### config.mk
export PLATFORM = sky130hd
export DESIGN_NAME = memoria_ctrl
export DESIGN_NICKNAME = d
export VERILOG_FILES = /design/src/rtl/memoria_ctrl.sv
export SDC_FILE = /design/constraint.sdc
export NUM_CORES = 1
export LEC_CHECK = 0
export ABC_AREA = 1
export CAP_MARGIN = 10
export CORE_MARGIN = 2
export CORE_UTILIZATION = 56
export CTS_BUF_LIST = sky130_fd_sc_hd__clkbuf_4
export DETAILED_ROUTE_END_ITERATION = 10
export PLACE_DENSITY = 0.83
export RECOVER_POWER = 50
export SYNTH_ARGS = -nofsm -noshare
export SYNTH_HDL_FRONTEND = slang
export SYNTH_SLANG_ARGS = --single-unit
export TNS_END_PERCENT = 100
### constraint.sdc
create_clock -name clk -period 2.8 [get_ports clk]
set_input_delay 0.56 -clock clk [delete_from_list [all_inputs] [get_ports clk]]
set_output_delay 0.56 -clock clk [all_outputs]
set_load 0.02 [all_outputs]
### src/rtl/memoria_ctrl.sv
// memoria_ctrl: game controller for the memory-match board.
// Moves a one-hot cursor over the cell array, takes two selections per turn,
// compares the two cell labels and either keeps the pair revealed and scores
// the current player, or shows the pair for HOLD_CYCLES cycles, hides it and
// passes the turn.
//
// Ports:
//   clk          system clock
//   rst          synchronous, active-high reset
//   btn_next     one-cycle pulse, advances the cursor
//   btn_sel      one-cycle pulse, selects the cell under the cursor
//   labels_i     packed cell labels, cell i at [i*LABEL_W +: LABEL_W]
//   counter_o    one-hot cursor (all-zero once the game is over)
//   select_o     one-cycle one-hot select pulse
//   par_o        keep-revealed bit per cell (matched | pending)
//   player_o     current player
//   score0_o     player 0 pair count (saturating)
//   score1_o     player 1 pair count (saturating)
//   game_over_o  high once every cell is matched
module memoria_ctrl #(
    parameter int unsigned N_CELLS     = 16,
    parameter int unsigned LABEL_W     = 4,
    parameter int unsigned HOLD_CYCLES = 50000000,
    parameter int unsigned SCORE_W     = 4
) (
    input  logic                         clk,
    input  logic                         rst,
    input  logic                         btn_next,
    input  logic                         btn_sel,
    input  logic [N_CELLS*LABEL_W-1:0]   labels_i,
    output logic [N_CELLS-1:0]           counter_o,
    output logic [N_CELLS-1:0]           select_o,
    output logic [N_CELLS-1:0]           par_o,
    output logic                         player_o,
    output logic [SCORE_W-1:0]           score0_o,
    output logic [SCORE_W-1:0]           score1_o,
    output logic                         game_over_o
);

    localparam int unsigned IDX_W = $clog2(N_CELLS);
    localparam int unsigned TMR_W = $clog2(HOLD_CYCLES + 1);

    localparam logic [2:0] ST_FIRST     = 3'd0;
    localparam logic [2:0] ST_SECOND    = 3'd1;
    localparam logic [2:0] ST_COMPARE   = 3'd2;
    localparam logic [2:0] ST_MISS_HOLD = 3'd3;
    localparam logic [2:0] ST_DONE      = 3'd4;

    logic [2:0]         state_q,   state_d;
    logic [IDX_W-1:0]   cursor_q,  cursor_d;
    logic [IDX_W-1:0]   idx_a_q,   idx_a_d;
    logic [IDX_W-1:0]   idx_b_q,   idx_b_d;
    logic [N_CELLS-1:0] matched_q, matched_d;
    logic [N_CELLS-1:0] pending_q, pending_d;
    logic [TMR_W-1:0]   timer_q,   timer_d;
    logic               player_q,  player_d;
    logic [SCORE_W-1:0] score0_q,  score0_d;
    logic [SCORE_W-1:0] score1_q,  score1_d;
    logic [N_CELLS-1:0] select_q,  select_d;
    logic [N_CELLS-1:0] counter_q, counter_d;
    logic [N_CELLS-1:0] par_q,     par_d;
    logic               over_q,    over_d;

    logic               in_turn;
    logic               sel_ok;
    logic [LABEL_W-1:0] label_a;
    logic [LABEL_W-1:0] label_b;

    assign label_a = labels_i[idx_a_q*LABEL_W +: LABEL_W];
    assign label_b = labels_i[idx_b_q*LABEL_W +: LABEL_W];

    always_comb begin
        state_d   = state_q;
        cursor_d  = cursor_q;
        idx_a_d   = idx_a_q;
        idx_b_d   = idx_b_q;
        matched_d = matched_q;
        pending_d = pending_q;
        timer_d   = timer_q;
        player_d  = player_q;
        score0_d  = score0_q;
        score1_d  = score1_q;
        select_d  = '0;

        in_turn = (state_q == ST_FIRST) || (state_q == ST_SECOND);
        // Select is judged against the cursor before any same-cycle advance.
        sel_ok  = in_turn && btn_sel && !matched_q[cursor_q] && !pending_q[cursor_q];

        if (sel_ok) begin
            select_d[cursor_q]  = 1'b1;
            pending_d[cursor_q] = 1'b1;
            if (state_q == ST_FIRST) begin
                idx_a_d = cursor_q;
                state_d = ST_SECOND;
            end else begin
                idx_b_d = cursor_q;
                state_d = ST_COMPARE;
            end
        end

        if (in_turn && btn_next) begin
            if (cursor_q == IDX_W'(N_CELLS - 1)) begin
                cursor_d = '0;
            end else begin
                cursor_d = cursor_q + 1'b1;
            end
        end

        case (state_q)
            ST_COMPARE: begin
                if (label_a == label_b) begin
                    matched_d[idx_a_q] = 1'b1;
                    matched_d[idx_b_q] = 1'b1;
                    pending_d          = '0;
                    if (!player_q) begin
                        if (score0_q != '1) score0_d = score0_q + 1'b1;
                    end else begin
                        if (score1_q != '1) score1_d = score1_q + 1'b1;
                    end
                    state_d = (&matched_d) ? ST_DONE : ST_FIRST;
                end else begin
                    // Counts HOLD_CYCLES-1 down to 0, one cycle per value.
                    timer_d = TMR_W'(HOLD_CYCLES - 1);
                    state_d = ST_MISS_HOLD;
                end
            end
            ST_MISS_HOLD: begin
                if (timer_q == '0) begin
                    pending_d = '0;
                    player_d  = ~player_q;
                    state_d   = ST_FIRST;
                end else begin
                    timer_d = timer_q - 1'b1;
                end
            end
            default: ;
        endcase

        // Output registers are loaded from next-state values so they track
        // the state they describe without an extra cycle of lag.
        counter_d = '0;
        if (state_d != ST_DONE) counter_d[cursor_d] = 1'b1;
        par_d  = matched_d | pending_d;
        over_d = (state_d == ST_DONE);
    end

    always_ff @(posedge clk) begin
        if (rst) begin
            state_q   <= ST_FIRST;
            cursor_q  <= '0;
            idx_a_q   <= '0;
            idx_b_q   <= '0;
            matched_q <= '0;
            pending_q <= '0;
            timer_q   <= '0;
            player_q  <= 1'b0;
            score0_q  <= '0;
            score1_q  <= '0;
            select_q  <= '0;
            counter_q <= N_CELLS'(1);
            par_q     <= '0;
            over_q    <= 1'b0;
        end else begin
            state_q   <= state_d;
            cursor_q  <= cursor_d;
            idx_a_q   <= idx_a_d;
            idx_b_q   <= idx_b_d;
            matched_q <= matched_d;
            pending_q <= pending_d;
            timer_q   <= timer_d;
            player_q  <= player_d;
            score0_q  <= score0_d;
            score1_q  <= score1_d;
            select_q  <= select_d;
            counter_q <= counter_d;
            par_q     <= par_d;
            over_q    <= over_d;
        end
    end

    assign counter_o   = counter_q;
    assign select_o    = select_q;
    assign par_o       = par_q;
    assign player_o    = player_q;
    assign score0_o    = score0_q;
    assign score1_o    = score1_q;
    assign game_over_o = over_q;

endmodule
After elaboration in Yosys (flattened, before gate mapping)
Cells that the tools add are included.
{"block": "op_classes", "n_addsub": 4, "order_cmp": 8, "n_eq_ne": 11, "shift": 2, "muxes": 30, "bitwise_logic": 8, "n_reduce_logical": 23}
{"operator": "64-bit by 7-bit variable part select with 4-bit output", "n": 2}
{"operator": "16-bit 2-to-1 mux", "n": 5}
{"operator": "16-bit OR", "n": 4}
{"operator": "26-bit 2-to-1 mux", "n": 2}
{"operator": "26-bit case mux with 2 select lines", "n": 1}
{"operator": "16-bit case mux with 2 select lines", "n": 1}
{"operator": "26-bit zero test", "n": 1}
{"operator": "26-bit by 1-bit subtractor with 26-bit output (second input constant)", "n": 1}
{"operator": "4-bit by 5-bit less-than comparator with 1-bit output (second input constant)", "n": 4}
{"operator": "1-bit demux with 4-bit select", "n": 4}
{"operator": "4-bit by 1-bit >= comparator with 1-bit output (second input constant)", "n": 4}
{"operator": "16-bit AND reduction", "n": 1}
{"operator": "4-bit by 1-bit adder with 4-bit output (second input constant)", "n": 3}
{"operator": "3-bit 2-to-1 mux", "n": 4}
{"operator": "1-bit binary-select mux with 4-bit select", "n": 2}
{"operator": "1-bit logical AND", "n": 8}
{"operator": "4-bit 2-to-1 mux", "n": 2}
{"operator": "4-bit inequality test (second input constant)", "n": 2}
{"operator": "4-bit AND reduction", "n": 2}
{"operator": "1-bit 2-to-1 mux", "n": 7}
{"operator": "3-bit by 2-bit == test with 1-bit output (second input constant)", "n": 2}
{"operator": "3-bit case mux with 2 select lines", "n": 1}
{"operator": "2-bit AND reduction", "n": 3}
{"operator": "4-bit == test", "n": 1}
{"operator": "13 further kinds", "n": 19}
{"block": "word_totals", "ff_bits": 131, "in_bits": 68, "output_inout_bits": 58, "wordCells": 101}

Depth between registers and ports, before layout
Gate-level depths: netlist of the first run.
{"block": "depth", "ltp_word": 13, "depth_mapped": 20}

Worst setup path before layout of the first run
Ideal clock, no wire load.
{"block": "synth_path", "kind": "register to register", "start": "reg timer_q[0]", "end": "reg par_q[7] (netlist: par_o[7])", "arrival_ns": 1.897, "path_slack_ns": 0.777, "path_stages_with_launch": 13, "n_path_buf": 1, "period_less_slack_ns": 2.023, "cell_sequence": "dfxtp_1 > inv_1 > ha_1 > inv_1 > nor2_1 > inv_1 > nor2_1 > nand3_1 > nor4_1 > nand3_1 > nand2_8 > buf_8 > o22ai_1"}
{"block": "synth_between", "elab_chain_cells": 4}
{"item": "start, declared", "line_no": "55", "source": "logic [TMR_W-1:0] timer_q, timer_d;"}
{"item": "start signal, assigned", "line_no": "170", "source": "timer_q <= timer_d;"}
{"item": "26-bit zero test", "line_no": "128", "source": "if (timer_q == '0) begin"}
{"item": "16-bit 2-to-1 mux", "line_no": "128"}
{"item": "16-bit case mux with 2 select lines", "line_no": "109", "source": "case (state_q)"}
{"item": "16-bit OR", "line_no": "143", "source": "par_d = matched_d | pending_d;"}
{"item": "end signal, assigned", "line_no": "176", "source": "par_q <= par_d;"}
{"item": "end, declared", "line_no": "61", "source": "logic [N_CELLS-1:0] par_q, par_d;"}
No other way between the ends.
A chain may end at the register's enable or synchronous reset.

Final worst setup path of the first run
{"block": "layout_path", "start": "reg timer_q[0]", "end": "reg par_q[2] (netlist: par_o[2])"}
Same word-level chain as after synthesis.

==> flow_summary.toml, run 1 <==
[sta]
setup_ws_ns = 0.2821
fmax_mhz = 397.2
slew_headroom_pct = 52.79
rsz0062_at_grt = "false"
finalCriticalPeriod_ns = 2.518
fin_setup_tns_ns = 0
fin_skew_ns = 0.01506
worstMarginPinSlew_ns = 0.7073
setup_viol = 0
fin_crit_sh_pct = 89.92
hold_viol = 0
drv_slew = 0

[clocking]
htree_levels = 4
cts_buffers = 17
path_clk_slew_ns = 0.11
clkLatencyLatePin_ns = 0.55
clockRootBuffer = "clkbuf_4"
cts_tree = "done"
clock_sinks = 131
clockBufferDepth = 2

[die]
initial_core_util_pct = 57.52
core.rowCount = 42
core_um2 = 13240
ios = 126
die_h_um = 120.6
die_x_um = 120.6
die_area_um2 = 14550

[logic_synthesis]
yosys_warnings = 0
synth_top_cell_by_area = "dfxtp_1"
netlist_area_um2 = 7617
ys_seq_elements = 131
synth-edff-count = 0
synth_nets = 1334
synth.area.top_cells = "dfxtp_1, nand2_1, nor2_1"
syn_area_per_cell_um2 = 6.050
seq_area_frac_synth_pct = 34.43
yosysTopAreaCellShare_pct = 34.43
syn-instance-count = 1259
async_flop_share_pct = 0
yosysUniqueCellTypes = 35
ys.flop_type = "dfxtp_1"

[worst_setup_path]
startpoint = "timer_q[0]"
end_kind = "flip-flop"
crit-reg2reg-capture = "par_o[2]"
rr_worst_depth = 13
path_max_fanout = 19
worst-setup-path-type = "reg2reg"
critPathLaunchType = "flip-flop"
worstPathArrival_ns = 2.95
rrSetupSlack_ns = 0.28
rr_startpoint = "timer_q[0]"
crit_required_ns = 3.23

[pwr]
p_sw_share_pct = 46.10
p_switching_mw = 3.714
finalPower_mw = 8.056
p_seq_share_pct = 28.0
ir_drop_mv = 0.7650
p_int_mw = 4.342
pwr-share-comb_pct = 56.0
p_clk_share_pct = 16.1
leakagePower_nw = 4.734
p_per_area_nw_per_um2 = 863.5

[worst_hold_path]
min_from = "timer_q[25]"
whs_endpoint = "timer_q[25]"
hold_class = "reg2reg"
hold_depth = 2

[drt]
drc = 0
drt_iter0_markers = 654
ant_nets = 0
vias_per_cell = 5.095
vias = 8020
wl_per_cell_um = 12.93
drt-total-wl_um = 20350
dr.pass1.iters = 8

[final_layout]
final_cell_mix = "nand2_1, nor2_1, dfxtp_1"
final_area_um2 = 9329
fin_nets = 1461
syn_to_final_growth_pct = 22.47
final_common_cell = "nand2_1"
final_cells = 1574
drive_gt1_share_pct = 6.657

[global_route]
grt_max_degree = 44
grt_pass1_wl_um = 33490
antenna_found_initial = 1
gr-total-overflow = 0
grt.total_usage_pct = 28.59
grt_pass1_vias = 7177

[placed_design]
dp_hpwl_um = 15050
preCtsSetupSlack_ns = 0.07782
numPortBuffers = 125
dpl_cell_area_um2 = 9042
gp_congestion = 0.9393
dp.cells = 1543

[run]
max-cap-violations = 0

[run_status]
outcome = "complete, no violations"
[cell usage after synthesis (2+ instances only)]
cell type and instances:
o21ai_2 9, nand3b_1 4, nand4_1 10, nand2_2 8, nand2_4 2, buf_6 6
a21oi_1 48, o21ai_1 23, buf_4 4, nor2_1 175, nand3_1 62, dfxtp_1 131
xor2_1 19, inv_2 13, nor3_1 9, inv_1 127, buf_2 16, ha_1 7
nor2_2 2, o211ai_1 6, o21ai_0 51, nor4_1 3, nand2_1 483, clkbuf_1 16
o22ai_1 6, xnor2_1 10
[logic make-up after synthesis]
family | share of synthesized area, %
compound gates | 10.43
xor+xnor | 3.334
fa+ha+maj | 1.150
buf+inv | 10.32
flops | 34.43
simple gates | 40.34
[repair_timing]
| action | in CTS | in global routing |
|---|---|---|
| hold buffers | 0 | 0 |
| endpoints found under the hold margin | 0 | 0 |
| setup buffers | 0 | 0 |
| endpoints found under the setup margin | 0 | 7 |
| gates resized for setup | 0 | 1 |
[routing by layer]
layer / track usage [%] / share of wire (%) / up-vias
met4: 11.41 / 1.9 / 0
met3: 6.179 / 7.6 / 34
met2: 44.49 / 45 / 310
met1: 38.61 / 46 / 3511
met5: 0 / 0 / -
li1: - / - / 4165
[stage by stage]
step,hold WS [ns],utilization (%)
after floorplan,0.4613,-
after global placement,0.4707,68.28
after detailed placement,0.4752,68.28
after CTS,0.4898,70.41
after global routing,0.5320,70.45
final,0.4897,70.45
[power by group through the flow]
stage	Combinational [mW]	Sequential (mW)	Clock, mW
after global routing	5.12	2.28	1.41
final	4.51	2.25	1.29
after floorplan	3.42	2.30	0
after detailed placement	4.46	2.29	0
after global placement	4.42	2.29	0
after CTS	4.49	2.25	1.32
[final cells by class]
class                   count  area (µm²)
clock inverters            11       138.9
inverters                 141       529.3
repair buffers            152        1461
multi-input cells         943        4212
diodes                      1       2.502
fillers                  1198        3914
clock buffers              19       142.6
flip-flops and latches    131        2623
well taps                 176       220.2
[worst max-delay path by stage]
stage                    to  depth (start not counted)
6_report           par_o[2]                         13
3_3_place_gp     timer_q[0]                         16
5_1_grt        counter_o[3]                         17
2_1_floorplan      par_o[7]                         12
4_1_cts            par_o[2]                         13
3_5_place_dp     timer_q[0]                         16
[sequential cells by signal, summed over array words and instances, names as in the netlist]
| register | flops |
|---|---|
| counter_o | 16 |
| cursor_q | 4 |
| game_over_o | 1 |
| idx_a_q | 4 |
| idx_b_q | 4 |
| matched_q | 16 |
| par_o | 16 |
| pending_q | 16 |
| player_o | 1 |
| score0_o | 4 |
| score1_o | 4 |
| select_o | 16 |
| state_q | 3 |
| timer_q | 26 |
[critical path: stages, from the launching register on]
cell and delay, ns:
dfxtp_1 0.34, inv_1 0.10, ha_1 0.20, inv_1 0.08
nor2_1 0.25, inv_1 0.12, nor2_1 0.14, nand3_1 0.08
nor4_1 0.33, nand3_2 0.26, nand2_8 0.23, inv_2 0.08
nand2_1 0.11, o21ai_1 0.08
(Power assumes the default switching activity.)
==> run 2: changes to the inputs <==
- ABC_AREA: 1 -> not set
- CORE_UTILIZATION: 56 -> 54
==> run 2 against run 1 <==
The run now ends with negative setup slack left. Critical endpoint is now score0_o[2]. Clock skew increased by 0.0044 ns. Setup slack got worse by 0.51 ns. Largest power group is now registers. Global-route usage is 2.1 points higher. Critical path type unchanged. Sequential power decreased by 11%. Flip-flop and latch count unchanged. Synthesized cell count decreased by 45%. Utilization rose by 7.5 points. First-iteration DRC count shrank 1.7%.
==> flow_summary.toml, run 2 <==
[final_layout]
drive_gt1_share_pct = 24.33
final_util_pct = 77.99
largest-register = "timer_q"
final_common_cell = "dfxtp_1"
fillers = 756
final_area_um2 = 9290
final_cells = 1040
largest_reg_flops = 26
fin_nets = 954
syn_to_final_growth_pct = 41.86
multi_input_comb_area_um2 = 4041
final_cell_mix = "dfxtp_1, nor2_1, clkdlybuf4s50_1"
seq_area_um2 = 2630

[clocking]
cts_hold_buffers = 0
htree_levels = 4
clockRootBuffer = "clkbuf_4"
clockBufferDepth = 2
clock_sinks = 131
cts_buffers = 17
clkLatencyLatePin_ns = 0.58
cts_tree = "done"
path_clk_slew_ns = 0.12

[logic_synthesis]
synth_nets = 773
async_flop_share_pct = 0
ys_seq_elements = 131
seq_area_frac_synth_pct = 40.05
syn-instance-count = 698
synth.area.top_cells = "dfxtp_1, mux4_2, nor2_1"
syn_area_per_cell_um2 = 9.382
ys.flop_type = "dfxtp_1"
yosysUniqueCellTypes = 56
synth_top_cell_by_area = "dfxtp_1"
synth_common_cells = "dfxtp_1, nor2_1, a21oi_1"
yosys_warnings = 0
yosysMostFrequentCell = "dfxtp_1"
netlist_area_um2 = 6549
synth-edff-count = 0
yosysTopAreaCellShare_pct = 40.05

[run]
max-cap-violations = 0

[die]
initial_core_util_pct = 54.98
core_um2 = 11910
die_area_um2 = 13020
ios = 126
core.rowCount = 40
die_x_um = 114.1
die_h_um = 114.1

[sta]
finalCriticalPeriod_ns = 3.029
fmax_mhz = 330.1
setup_viol = 79
worstMarginPinSlew_ns = 0.7273
hold_viol = 0
fin_crit_sh_pct = 108.2
fin_skew_ns = 0.01945
setup_ws_ns = -0.2292
slew_headroom_pct = 51.14
rsz0062_at_grt = "true"
drv_slew = 0

[worst_setup_path]
slowest_delay_ns = 0.56
path_delay_family = "simple AND/OR/NAND/NOR gates"
end_kind = "flip-flop"
path_buf_inv = 2
worstPathArrival_ns = 3.54
worst-setup-path-type = "reg2reg"
path_max_fanout = 7
cp_slowest_cell = "or4_4"
crit_chain = "buf_8, mux4_2, a22oi_2, nand2_2, xor2_2, or4_4, buf_8, or4_4, a21oi_2"
critPathLaunchType = "flip-flop"
crit_required_ns = 3.31

[run_status]
outcome = "finished with violations"
violations = "negative setup slack"

[pwr]
p_per_area_nw_per_um2 = 478.6
p_switching_mw = 1.396
leakagePower_nw = 3.462
ir_drop_mv = 0.4239
p_clk_share_pct = 28.1
p_int_mw = 3.050
p_sw_share_pct = 31.41
p_seq_share_pct = 45.2
pwr-share-comb_pct = 26.7

[placed_design]
numPortBuffers = 125
gp_congestion = 0.9503
dp_hpwl_um = 13820
dp.cells = 987
dpl_cell_area_um2 = 8332

[drt]
drc = 0
ant_nets = 0
vias_per_cell = 6.374
wl_per_cell_um = 20.06
drt-total-wl_um = 20860
dr.pass1.iters = 6
vias = 6629
drt_iter0_markers = 643

[global_route]
grt.total_usage_pct = 30.74
grt_max_degree = 52
antenna_found_initial = 0
gr-total-overflow = 0
grt_pass1_wl_um = 31360
grt_pass1_vias = 6515

[worst_hold_path]
hold_class = "in2reg"
-- run 2: final cells by class --
type,count,area share [%]
diodes,1,0.02694
flip-flops and latches,131,28.31
clock buffers,20,1.616
clock inverters,12,1.239
repair buffers,207,22.68
multi-input cells,506,43.50
well taps,147,1.980
inverters,16,0.6465
-- run 2: worst paths after layout --
kind	start	end	slack, ns	cells after the start
worst min-delay path	rst	matched_q[4]	0.40	2
worst max-delay path	idx_b_q[0]	score0_o[2]	-0.23	9
worst min register to register	pending_q[6]	pending_q[6]	0.50	2
worst max register to register	idx_b_q[0]	score0_o[2]	-0.23	9
-- run 2: metal layers --
metal	up-vias	wire, µm	track usage (%)
met2	382	10830	52.98
met3	86	1707	7.729
met5	-	0	0
li1	2957	-	-
met1	3204	7572	36.53
met4	0	753	13.17
-- run 2: power groups by stage --
stage | registers [mW] | clock network (mW) | logic, mW
after CTS | 2.00 | 1.24 | 1.06
after global routing | 2.02 | 1.33 | 1.26
after detailed placement | 2.04 | 0 | 1.00
after global placement | 2.03 | 0 | 0.968
final | 2.01 | 1.25 | 1.19
after floorplan | 2.04 | 0 | 0.575
-- run 2: logic make-up after synthesis --
kind of cell | after synthesis | synth area share (%)
flops | 131 | 40.05
fa+ha+maj | 7 | 1.337
simple gates | 261 | 19.43
xor+xnor | 29 | 3.879
mux | 55 | 15.42
buf+inv | 62 | 4.050
compound gates | 153 | 15.84
-- run 2: what timing repair did --
action | in CTS | in global routing
cloned | 4 | 2
pin swaps | 11 | 12
gates resized for setup | 34 | 65
endpoints found under the setup margin | 77 | 87
setup buffers | 7 | 7
-- run 2: through the flow --
step	hold WS (ns)	power (mW)	setup WS, ns	setup TNS [ns]
floorplan	0.4489	2.618	-0.03377	-0.07831
global placement	0.4632	3.002	-0.5744	-37.98
detailed placement	0.4760	3.043	-0.6351	-43.46
CTS	0.3561	4.310	-0.1102	-3.178
global route	0.3768	4.611	-0.3003	-14.27
finish	0.3997	4.446	-0.2292	-10.32
-- run 2: worst register-to-register path: cells and delay by family, from the launching register on --
kind                   cells  cell delay (ns)
multiplexers               1             0.53
AND/OR/NAND/NOR            3             1.14
buffers and inverters      2             0.28
flip-flops                 1             0.39
XOR/XNOR                   1             0.19
AO/OA/AOI/OAI              2             0.41
